File: config.mk
export PLATFORM = sky130hd
export DESIGN_NAME = aes_mix_columns_iter
export DESIGN_NICKNAME = d
export VERILOG_FILES = /design/src/rtl/aes_mix_columns_iter.sv
export SDC_FILE = /design/constraint.sdc
export NUM_CORES = 1
export LEC_CHECK = 0
export ABC_AREA = 1
export CAP_MARGIN = 40
export CORE_MARGIN = 5
export CORE_UTILIZATION = 59
export DETAILED_ROUTE_END_ITERATION = 8
export PLACE_DENSITY = 0.84
export SLEW_MARGIN = 25
export SYNTH_ARGS = -nofsm -noshare
export SYNTH_HDL_FRONTEND = slang
export SYNTH_SLANG_ARGS = --single-unit
File: constraint.sdc
create_clock -name clk_i -period 7.7 [get_ports clk_i]
set_input_delay 1.54 -clock clk_i [delete_from_list [all_inputs] [get_ports clk_i]]
set_output_delay 1.54 -clock clk_i [all_outputs]
set_load 0.03 [all_outputs]
File: src/rtl/aes_mix_columns_iter.sv
// Iterative AES MixColumns/InvMixColumns engine: one column per cycle through a
// single shared column mixer, with valid/ready handshakes on both sides.

// Combinational mix of one 32-bit column; byte r of col_i is row r.
module aes_mix_single_column (
    input  logic        op_i,
    input  logic [31:0] col_i,
    output logic [31:0] col_c
);

    function automatic logic [7:0] xt(input logic [7:0] b);
        return {b[6:0], 1'b0} ^ (b[7] ? 8'h1b : 8'h00);
    endfunction

    logic [7:0] a0, a1, a2, a3;
    logic [7:0] x2, x4, x8;

    // Row r output uses the column rotated so that a0 is row r
    always_comb begin
        col_c = '0;
        a0 = '0; a1 = '0; a2 = '0; a3 = '0;
        x2 = '0; x4 = '0; x8 = '0;
        for (int r = 0; r < 4; r++) begin
            a0 = col_i[r*8 +: 8];
            a1 = col_i[((r+1)%4)*8 +: 8];
            a2 = col_i[((r+2)%4)*8 +: 8];
            a3 = col_i[((r+3)%4)*8 +: 8];
            if (!op_i) begin
                col_c[r*8 +: 8] = xt(a0) ^ (xt(a1) ^ a1) ^ a2 ^ a3;
            end else begin
                // 14*a0 ^ 11*a1 ^ 13*a2 ^ 9*a3 built from xtime chains
                x2 = xt(a0); x4 = xt(x2); x8 = xt(x4);
                col_c[r*8 +: 8] = x8 ^ x4 ^ x2;
                x2 = xt(a1); x4 = xt(x2); x8 = xt(x4);
                col_c[r*8 +: 8] = col_c[r*8 +: 8] ^ x8 ^ x2 ^ a1;
                x2 = xt(a2); x4 = xt(x2); x8 = xt(x4);
                col_c[r*8 +: 8] = col_c[r*8 +: 8] ^ x8 ^ x4 ^ a2;
                x2 = xt(a3); x4 = xt(x2); x8 = xt(x4);
                col_c[r*8 +: 8] = col_c[r*8 +: 8] ^ x8 ^ a3;
            end
        end
    end

endmodule

module aes_mix_columns_iter (
    input  logic         clk_i,
    input  logic         rst_i,
    input  logic         clear_i,
    input  logic         op_i,
    input  logic         in_valid_i,
    output logic         in_ready_o,
    input  logic [127:0] state_i,
    output logic         out_valid_o,
    input  logic         out_ready_i,
    output logic [127:0] state_o,
    output logic         busy_o
);

    localparam int unsigned STATE_W = 128;
    localparam int unsigned COL_W   = 32;

    typedef enum logic [1:0] {IDLE, BUSY, DONE} fsm_e;

    fsm_e               fsm_q, fsm_d;
    logic [STATE_W-1:0] data_q, data_d;
    logic [STATE_W-1:0] res_q, res_d;
    logic               op_q, op_d;
    logic [1:0]         col_q, col_d;
    logic [COL_W-1:0]   col_sel_c;
    logic [COL_W-1:0]   mixed_c;

    // Gather column col_q out of the latched state
    always_comb begin
        col_sel_c = '0;
        for (int c = 0; c < 4; c++) begin
            if (col_q == 2'(c)) begin
                for (int r = 0; r < 4; r++) begin
                    col_sel_c[r*8 +: 8] = data_q[((r*4)+c)*8 +: 8];
                end
            end
        end
    end

    aes_mix_single_column u_mix (
        .op_i  (op_q),
        .col_i (col_sel_c),
        .col_c (mixed_c)
    );

    // State register; reset wipes every register
    always_ff @(posedge clk_i) begin
        if (rst_i) begin
            fsm_q  <= IDLE;
            data_q <= '0;
            res_q  <= '0;
            op_q   <= 1'b0;
            col_q  <= 2'd0;
        end else begin
            fsm_q  <= fsm_d;
            data_q <= data_d;
            res_q  <= res_d;
            op_q   <= op_d;
            col_q  <= col_d;
        end
    end

    // Next-state: accept, walk four columns, hold result until taken; clear wins
    always_comb begin
        fsm_d  = fsm_q;
        data_d = data_q;
        res_d  = res_q;
        op_d   = op_q;
        col_d  = col_q;
        case (fsm_q)
            IDLE: begin
                if (in_valid_i) begin
                    data_d = state_i;
                    op_d   = op_i;
                    col_d  = 2'd0;
                    fsm_d  = BUSY;
                end
            end
            BUSY: begin
                for (int c = 0; c < 4; c++) begin
                    if (col_q == 2'(c)) begin
                        for (int r = 0; r < 4; r++) begin
                            res_d[((r*4)+c)*8 +: 8] = mixed_c[r*8 +: 8];
                        end
                    end
                end
                col_d = col_q + 2'd1;
                if (col_q == 2'd3) begin
                    fsm_d = DONE;
                end
            end
            DONE: begin
                if (out_ready_i) begin
                    fsm_d = IDLE;
                end
            end
            default: fsm_d = IDLE;
        endcase
        if (clear_i) begin
            fsm_d  = IDLE;
            data_d = '0;
            res_d  = '0;
            op_d   = 1'b0;
            col_d  = 2'd0;
        end
    end

    // Handshake flags decode the state register only
    assign in_ready_o  = (fsm_q == IDLE);
    assign out_valid_o = (fsm_q == DONE);
    assign busy_o      = (fsm_q != IDLE);
    assign state_o     = res_q;

endmodule

# ---- Word level (Yosys, flattened, before mapping)
# Cells that the tools add are included.
dict set report classes {
  n_addsub 1
  eq_ne 8
  muxes 26
  bitwise_logic 68
  reduce_logical 12
}
# op n
set ops {}
lappend ops {{$xor A8 B8 Y8} 67}
lappend ops {{$mux W32} 4}
lappend ops {{$mux W5} 12}
lappend ops {{$mux W8} 4}
lappend ops {{$reduce_and A2 Y1} 6}
lappend ops {{$mux W2} 4}
lappend ops {{$xor A8 B5 Y8} 1}
lappend ops {{$eq A2 B2 Y1 const B} 3}
lappend ops {{$pmux W2 S3} 1}
lappend ops {{$eq A2 B1 Y1 const B} 2}
lappend ops {{$logic_not A2 Y1} 2}
lappend ops {{$ne A2 B2 Y1 const B} 2}
lappend ops {{$pmux W2 S2} 1}
lappend ops {{$reduce_bool A2 Y1} 2}
lappend ops {{$reduce_and A3 Y1} 1}
lappend ops {{$add A2 B1 Y2 const B} 1}
lappend ops {{$ne A2 B1 Y1 const B} 1}
lappend ops {{$reduce_or A2 Y1} 1}
dict set report totals {
  regBits 261
  input_bits 134
  output_inout_bits 131
  word_cells 123
}

# ---- Longest topological paths before layout
dict set report logic_depth {
  word_depth 22
  ltp_mapped 29
  ltp_nobuf 28
}

# ---- By module
# A second synthesis with hierarchy kept.
dict set report hier_totals {
  cells_unflattened 2210
  area_unflattened_um2 15489.9
}
# module instances cells_per_inst area_per_inst_um2 seq_area_each_um2
set modules_own_cells {}
lappend modules_own_cells {aes_mix_columns_iter 1 1444 10749.1 5225.0}
lappend modules_own_cells {aes_mix_single_column 1 766 4740.8 0.0}

# ---- Worst setup path before layout
# Ideal clock, no wire load.
dict set report synth_timing {
  path_kind {flip-flop to flip-flop}
  from {register col_q[0]}
  to {register res_q[12], in the netlist state_o[12]}
  setup_ns 0.109
  arrival_ns 2.609
  required_ns 7.591
  slack_ns 4.982
  stages_incl_launch_ff 26
  n_path_buf 3
  synth_period_minus_slack_ns 2.718
  path_cell_list {dfxtp_1 inv_1 ha_1 buf_6 buf_4 a21oi_1 nand2_1 nand2_1 buf_6 nand3_1 nand2_2 nand2_1 nand2_1 nand2_1 nand2_1 nand2_1 nand2_1 clkinv_1 nand2_1 nand2_1 nand2_1 nand2_1 nand2_2 nand3_1 nand2_1 inv_1}
}
dict set report synth_between {
  elab_chain_len 20
  elab_cells_between_ends 47
  cone_classes {3 x eq/ne; 16 x mux; 26 x bitwise; 2 x reduce/logical}
}
# item line
set synth_lines {}
lappend synth_lines {{start, declared} 69} ;# logic [1:0] col_q, col_d;
lappend synth_lines {{start signal, assigned} 104} ;# col_q <= col_d;
lappend synth_lines {{$logic_not A2 Y1} 77} ;# if (col_q == 2'(c)) begin
lappend synth_lines {{$mux W32 (4 in a row)} 77}
lappend synth_lines {{$xor A8 B8 Y8} 12} ;# return {b[6:0], 1'b0} ^ (b[7] ? 8'h1b : 8'h00);
lappend synth_lines {{$mux W5 or $xor A8 B8 Y8 (tied branches)} 12}
lappend synth_lines {{$xor A8 B8 Y8 or $mux W5 (tied branches)} 12}
lappend synth_lines {{$xor A8 B8 Y8} 12}
lappend synth_lines {{$xor A8 B8 Y8 (2 in a row)} 33} ;# col_c[r*8 +: 8] = x8 ^ x4 ^ x2;
lappend synth_lines {{$xor A8 B8 Y8 (3 in a row)} 35} ;# col_c[r*8 +: 8] = col_c[r*8 +: 8] ^ x8 ^ x2 ^ a1;
lappend synth_lines {{$xor A8 B8 Y8 (3 in a row)} 37} ;# col_c[r*8 +: 8] = col_c[r*8 +: 8] ^ x8 ^ x4 ^ a2;
lappend synth_lines {{$xor A8 B8 Y8 (2 in a row)} 39} ;# col_c[r*8 +: 8] = col_c[r*8 +: 8] ^ x8 ^ a3;
lappend synth_lines {{$mux W8} 28} ;# if (!op_i) begin
lappend synth_lines {{end signal, assigned} 102} ;# res_q <= res_d;
lappend synth_lines {{end, declared} 67} ;# logic [STATE_W-1:0] res_q, res_d;
# Parallel ways exist; a longest one is shown, timed or not.
# A chain may end at the register's enable or synchronous reset.

# ---- Worst setup path in the final report
dict set report layout_timing {
  from {register col_q[1]}
  to {register res_q[32], in the netlist state_o[32]}
}
dict set report layout_between {
  elab_chain_len 20
  elab_cells_between_ends 44
  cone_classes {3 x eq/ne; 13 x mux; 26 x bitwise; 2 x reduce/logical}
}
# item line
set layout_lines {}
lappend layout_lines {{$logic_not A2 Y1} {77, 126}}
lappend layout_lines {{$mux W32 (4 in a row)} 77}
lappend layout_lines {{$xor A8 B8 Y8 (2 in a row)} 12}
lappend layout_lines {{$mux W5} 12}
lappend layout_lines {{$xor A8 B8 Y8} 12}
lappend layout_lines {{$xor A8 B8 Y8 (2 in a row)} 33}
lappend layout_lines {{$xor A8 B8 Y8 (3 in a row)} 35}
lappend layout_lines {{$xor A8 B8 Y8 (3 in a row)} 37}
lappend layout_lines {{$xor A8 B8 Y8 (2 in a row)} 39}
lappend layout_lines {{$mux W8} 28}
# Parallel ways exist; a longest one is shown, timed or not.

==> impl_metrics.json <==
{
  "port-buffer-count": 264,
  "grt_pass1_vias": 16700,
  "status": "finished, final reports clean",
  "finClkSkew_ps": 17.8,
  "timing.final.hold_violations": 0,
  "clock_latency_ps": 580,
  "nets": 2822,
  "crit_path_max_incr_delay_ps": 590,
  "num_rows": 61,
  "path_cells": "ha_2, buf_4, inv_2, nor2_1, inv_1, nand2_1, nand2_1, nand2_1, nand2_1, nand2_2, inv_2, or2_1, nand2_1, xor2_1, nand2_1, o21ai_1, nand2_1, nand3_1, nand2_1, inv_1",
  "cellPowerDensity_nw_per_um2": 197,
  "grt_max_degree": 99,
  "routed_wl_um": 58600,
  "fin_area_um2": 20100,
  "finalWeightedCongestion": 1.09,
  "grt_use_met1": 0.436,
  "dp_hpwl_um": 43700,
  "final.setup.tns_ps": 0,
  "drive_above_1_share": 0.0773,
  "ioPinCount": 265,
  "finalSetupViolCount": 0,
  "synth_area_um2": 16400,
  "synth.distinct_cells": 51,
  "syn2layout_area_growth_pct": 22.8,
  "drtIter0Drc": 1411,
  "max_slew_margin": 0.452,
  "drc": 0,
  "hold_ws_ps": 462,
  "crit_start": "col_q[1]",
  "syn-instance-count": 2490,
  "vias_per_cell": 5.62,
  "cts_tree": "done",
  "worstMarginPinSlew_ps": 821,
  "r2r-start": "col_q[1]",
  "ys.flop_type": "dfxtp_1",
  "synth_warnings": 0,
  "grt_pass1_wl_um": 90900,
  "cts_setup_buffers": 0,
  "busiest_layer": "met2",
  "yosys.area.top_type": "dfxtp_1",
  "use_met3": 0.0714,
  "groute.usage.overall": 0.365,
  "vias": 17300,
  "num_antenna_cells": 0,
  "worstSetupPathType": "flop to flop",
  "start_util": 0.594,
  "slew_viol_final": 0,
  "synth_area_leaders": "dfxtp_1 (32%), nand2_1 (16%), nand3_1 (7.7%)",
  "synth-edff-count": 0,
  "post_drt_wl_per_cell_um": 19.0,
  "postSynthAreaPerCell_um2": 6.59,
  "p_leak_uw": 0.00955,
  "hp-class": "flop to flop",
  "cts_buffer_depth": 3,
  "min_from": "data_q[111]",
  "grtUsageMet2": 0.621,
  "cts_made_buffers": 28,
  "ys_seq_area_frac": 0.319,
  "gr-total-overflow": 0,
  "critPathRequiredTime_ps": 8210,
  "coreArea_um2": 27600,
  "dp_slack_ps": 3400,
  "fillers": 2158,
  "syn_nets": 2628,
  "cpMostUsedCell": "nand2_1",
  "end_kind": "flop",
  "clock_sinks": 261,
  "path_max_fanout": 52,
  "first_pass_iters": 6,
  "final_core_utilization": 0.729,
  "die_y_um": 177,
  "finalCritPeriodShare": 0.577,
  "ys_ff_latch": 261,
  "grt_setup_unrepaired": "no",
  "critPathLaunchType": "flop",
  "antenna_found_initial": 0,
  "cts_resized": 0,
  "netlist.area_leader.share": 0.319,
  "cap_viol_max_count": 0,
  "die_area_um2": 31200,
  "dpl-instance-area_um2": 19100,
  "die_x_um": 177,
  "ys_async_sr_fraction": 0,
  "setup_slack_ps": 3260,
  "worst_ep_arrival_time_ps": 4960,
  "worst_path_max_delay_cell": "nand2_1",
  "ctsHoldBuffers": 0,
  "clkSlewWorstSetupHoldPaths_ps": 60,
  "cts-root-buf": "clkbuf_16",
  "fmax_mhz": 225,
  "drtAntennaViolNets": 0,
  "fin_crit_ps": 4440,
  "ir_worst_vdd_mv": 0.191,
  "htreeDepth": 1
}
-- worst paths after layout --
check        slack, ps           to  depth (start not counted)
max               3260  state_o[32]                         20
min                460  data_q[111]                          2
max reg2reg       3260  state_o[32]                         20
min reg2reg        460  data_q[111]                          2
-- routing by layer --
layer,up-vias,wire (µm)
li1,8242,-
met1,7955,22300
met3,194,5290
met4,0,3700
met5,-,0
met2,929,27400
-- power by group --
part	switching (µW)	total, µW	internal (µW)
combinational	728	1100	373
clock	599	1450	849
sequential	22.1	1410	1390
total	1350	3960	2610
-- state kept, by name, indices dropped and copies added, names as in the netlist --
register  flops
state_o     128
col_q         2
op_q          1
data_q      128
fsm_q         2
-- kinds of logic (layout without fill, tap and decap cells) --
group	Yosys count	count (layout)	share of synthesized area
xor gates and xnor gates	156	156	0.0888
DFF	261	261	0.319
buffers and inverters	352	567	0.0927
AOI/OAI and AO/OA	373	373	0.149
and+or+nand+nor	1344	1344	0.348
adders and majority gates	4	4	0.00305
-- critical path: cells and delay by family (launching register included) --
| family | cells | cell delay (ps) |
|---|---|---|
| simple gates | 12 | 2400 |
| buf+inv | 5 | 1080 |
| flops | 1 | 390 |
| fa+ha+maj | 1 | 200 |
| xor+xnor | 1 | 140 |
| compound gates | 1 | 130 |
-- area by class of cell --
cell class                      instances  area, µm²  area share
Clock inverter                         17        236      0.0117
Clock buffer                           34        763      0.0379
Timing Repair Buffer                  282       2850       0.141
Sequential cell                       261       5230       0.260
Tap cell                              378        473      0.0235
Multi-Input combinational cell       1877       9700       0.482
Inverter                              234        887      0.0441
-- stage by stage --
| stage | std cells | total power (µW) |
|---|---|---|
| 2_1_floorplan | 2490 | 2180 |
| 5_1_grt | 3083 | 4140 |
| 3_5_place_dp | 3030 | 2510 |
| 3_3_place_gp | 3027 | 2490 |
| 4_1_cts | 3081 | 3940 |
| 6_report | 3083 | 3960 |
-- synth_stat cells (3+ instances only) --
master      n
o211ai_2    5
inv_2      21
o21ai_1     3
xnor2_2     4
or2_1       5
o21ai_2     5
inv_4       3
a21oi_2     7
nand2_1   694
ha_1        4
xor2_2      8
xor2_1    107
or2_2       6
inv_1     209
o21ai_0   147
buf_2      11
nand2_2    42
dfxtp_1   261
buf_1       4
clkbuf_1   77
o211ai_1    5
a21oi_1    55
xnor2_1    37
nand3b_1    7
a21oi_4     8
buf_6      18
nor2_1    311
nand2_4    12
nand3_2     4
o21a_1    125
a21o_1      6
buf_4       7
nand3_1   251
-- cell usage in the layout, fill, tap and decap left out, types with 3 or more instances in the layout --
cell type | Yosys | routed
a21o_1 | 6 | 6
a21oi_1 | 55 | 55
a21oi_2 | 7 | 7
a21oi_4 | 8 | 8
buf_16 | 0 | 3
buf_4 | 7 | 14
bufinv_16 | 0 | 4
clkbuf_16 | 0 | 28
clkbuf_8 | 0 | 4
clkdlybuf4s50_1 | 0 | 264
clkinv_2 | 0 | 8
dfxtp_1 | 261 | 261
ha_1 | 4 | 3
inv_1 | 209 | 209
inv_2 | 21 | 20
inv_4 | 3 | 3
nand2_1 | 694 | 693
nand2_2 | 42 | 42
nand2_4 | 12 | 13
nand3_1 | 251 | 251
nand3_2 | 4 | 4
nand3b_1 | 7 | 7
nor2_1 | 311 | 306
nor2_4 | 1 | 6
o211ai_1 | 5 | 5
o211ai_2 | 5 | 5
o21a_1 | 125 | 125
o21ai_0 | 147 | 147
o21ai_1 | 3 | 3
o21ai_2 | 5 | 5
or2_1 | 5 | 5
or2_2 | 6 | 6
xnor2_1 | 37 | 37
xnor2_2 | 4 | 4
xor2_1 | 107 | 107
xor2_2 | 8 | 8
No activity file was read; power rests on OpenSTA's default activity.
==> RTL edit (config.mk and constraints unchanged) <==
Take the reset off `res_q` and load it in a clocked block of its own.
--- a/src/rtl/aes_mix_columns_iter.sv
+++ b/src/rtl/aes_mix_columns_iter.sv
@@ -95,3 +95,2 @@
             data_q <= '0;
-            res_q  <= '0;
             op_q   <= 1'b0;
@@ -101,3 +100,2 @@
             data_q <= data_d;
-            res_q  <= res_d;
             op_q   <= op_d;
@@ -105,2 +103,6 @@
         end
+    end
+
+    always_ff @(posedge clk_i) begin
+        res_q <= res_d;
     end
Behaviour: not the same (Yosys sat finds a counterexample within 4 cycles, from zero or initial values; the reset may be asserted at any time).
==> RTL edit against the original RTL <==
- worst setup slack got worse by 0.67 ns
- sequential cell count did not move
- design area fell by 1.6%
- routed wire length fell by 1.5%
- synthesized area fell by 1.5%
- power fell by 4.3%
- critical endpoint is now state_o[94]$_SDFFE_PP0P_
- highest routed layer unchanged
==> RTL edit: results (changes against the original RTL) <==
Net Count, Synth=2,680 (+2.0%); ratio of cells with drive above 1 in the final layout=4.87% (-2.9 points); Worst Path Arrival=5.56 ns (+0.60 ns); Max IR drop VDD=184 uV (-3.4%); largest cells by area after synthesis=dfxtp_1, nand2_1, nand3_1; sequential area share after synthesis=32.3% (+0.48 points); first-pass GRT wire length=88.3 mm (-2.8%); Skew-Pair Late Insertion Delay=0.56 ns (-0.02 ns); DP HPWL=43.1 mm (-1.3%); Fin Clk Skew=0.0184 ns (+0.000533 ns); pin count of the biggest net entering global routing=118 (+19%); dpl ws=2.78 ns (-0.619 ns); CP max FO=30 (-42%); DRT iter0 DRCs=1,736 (+23%); vias per cell=5.63 (+0.14%); Global Route Usage Sum=35.8% (-0.69 points); CTS buffer count=27 (-3.6%); Leak Pwr=0.00962 uW (+0.71%); GR Overflow Total=0 (unchanged); wire per inst=18.7 um (-1.8%); Slew HR=43.9% (-1.3 points); Placer Congestion=1.04 (-3.8%); status=finished clean; # nets final=2,872 (+1.8%); Yosys cell types=39 (-24%); Post-synth top cells=nand2_1, nor2_1, nand3_1; vias in the first global route=16,300 (-2.1%)
## RTL edit: cell types whose count changed in the layout (fill, tap and decap cells not counted), moves of 12 or more
cell / change
a21oi_1: +14
nand3_1: +21
nor2_1: -17
nand2_1: +77
nand2_2: -24
xor2_1: +13
inv_2: -13
nand2_4: -12
inv_1: +18
## RTL edit: final cells by class
| cell class | count | area, um^2 |
|---|---|---|
| clock buffers | 40 | 764 |
| clock inverters | 7 | 57.6 |
| fillers | 2181 | 7140 |
| inverters | 238 | 896 |
| multi-input cells | 1920 | 9550 |
| flip-flops and latches | 261 | 5230 |
| well taps | 341 | 427 |
| repair buffers | 286 | 2890 |
## RTL edit: cells by family (layout without fill, tap and decap cells)
group	count (synthesis)	after routing	synth area share, %
xor+xnor	162	162	9.36
compound gates	379	379	14.4
flops	261	261	32.3
simple gates	1375	1375	34.7
buf+inv	361	571	8.94
fa+ha+maj	4	4	0.310
## RTL edit: power by group
part | leakage, uW | switching (uW) | internal (uW)
clock | 0.000406 | 547 | 689
sequential | 0.00212 | 23.9 | 1390
combinational | 0.00709 | 748 | 384
total | 0.00962 | 1320 | 2470
## RTL edit: metrics by stage
step                      cells  area (um^2)  hold WS [ns]
final                      3093        19800         0.452
after global routing       3093        19800         0.469
after CTS                  3089        19700         0.452
after detailed placement   3042        18900         0.444
after global placement     3037        18800         0.441
after floorplan            2542        16200         0.429
## RTL edit: final timing paths
| path | start | endpoint | slack, ns | cells past startpoint |
|---|---|---|---|---|
| worst max register to register | col_q[1]$_SDFFE_PP0P_ | state_o[94]$_SDFFE_PP0P_ | 2.59 | 17 |
| worst min register to register | data_q[14]$_SDFFE_PP0P_ | data_q[14]$_SDFFE_PP0P_ | 0.45 | 2 |
| worst min-delay path | data_q[14]$_SDFFE_PP0P_ | data_q[14]$_SDFFE_PP0P_ | 0.45 | 2 |
| worst max-delay path | col_q[1]$_SDFFE_PP0P_ | state_o[94]$_SDFFE_PP0P_ | 2.59 | 17 |
## RTL edit: critical path, stage by stage, from the launching register on
cell and delay [ns]:
dfxtp_1 0.38, ha_2 0.59, clkinv_1 0.76, nor2_1 0.26
inv_1 0.06, nand2_1 0.62, inv_1 0.41, nand2_1 0.14
nand2_1 0.15, xor2_1 0.29, xor2_1 0.18, nand2_1 0.08
nand3_1 0.11, nand2_1 0.08, xor2_1 0.57, nand2_1 0.16
nand2_1 0.10, inv_1 0.04
## RTL edit: metal layers
layer / global-route usage [%] / vias to the layer above / routed length [um]
met2: 61.7 / 933 / 27300
met1: 43.7 / 7876 / 22100
met4: 17.5 / 0 / 3380
met5: 0 / - / 0
li1: - / 8394 / -
met3: 5.49 / 197 / 5060
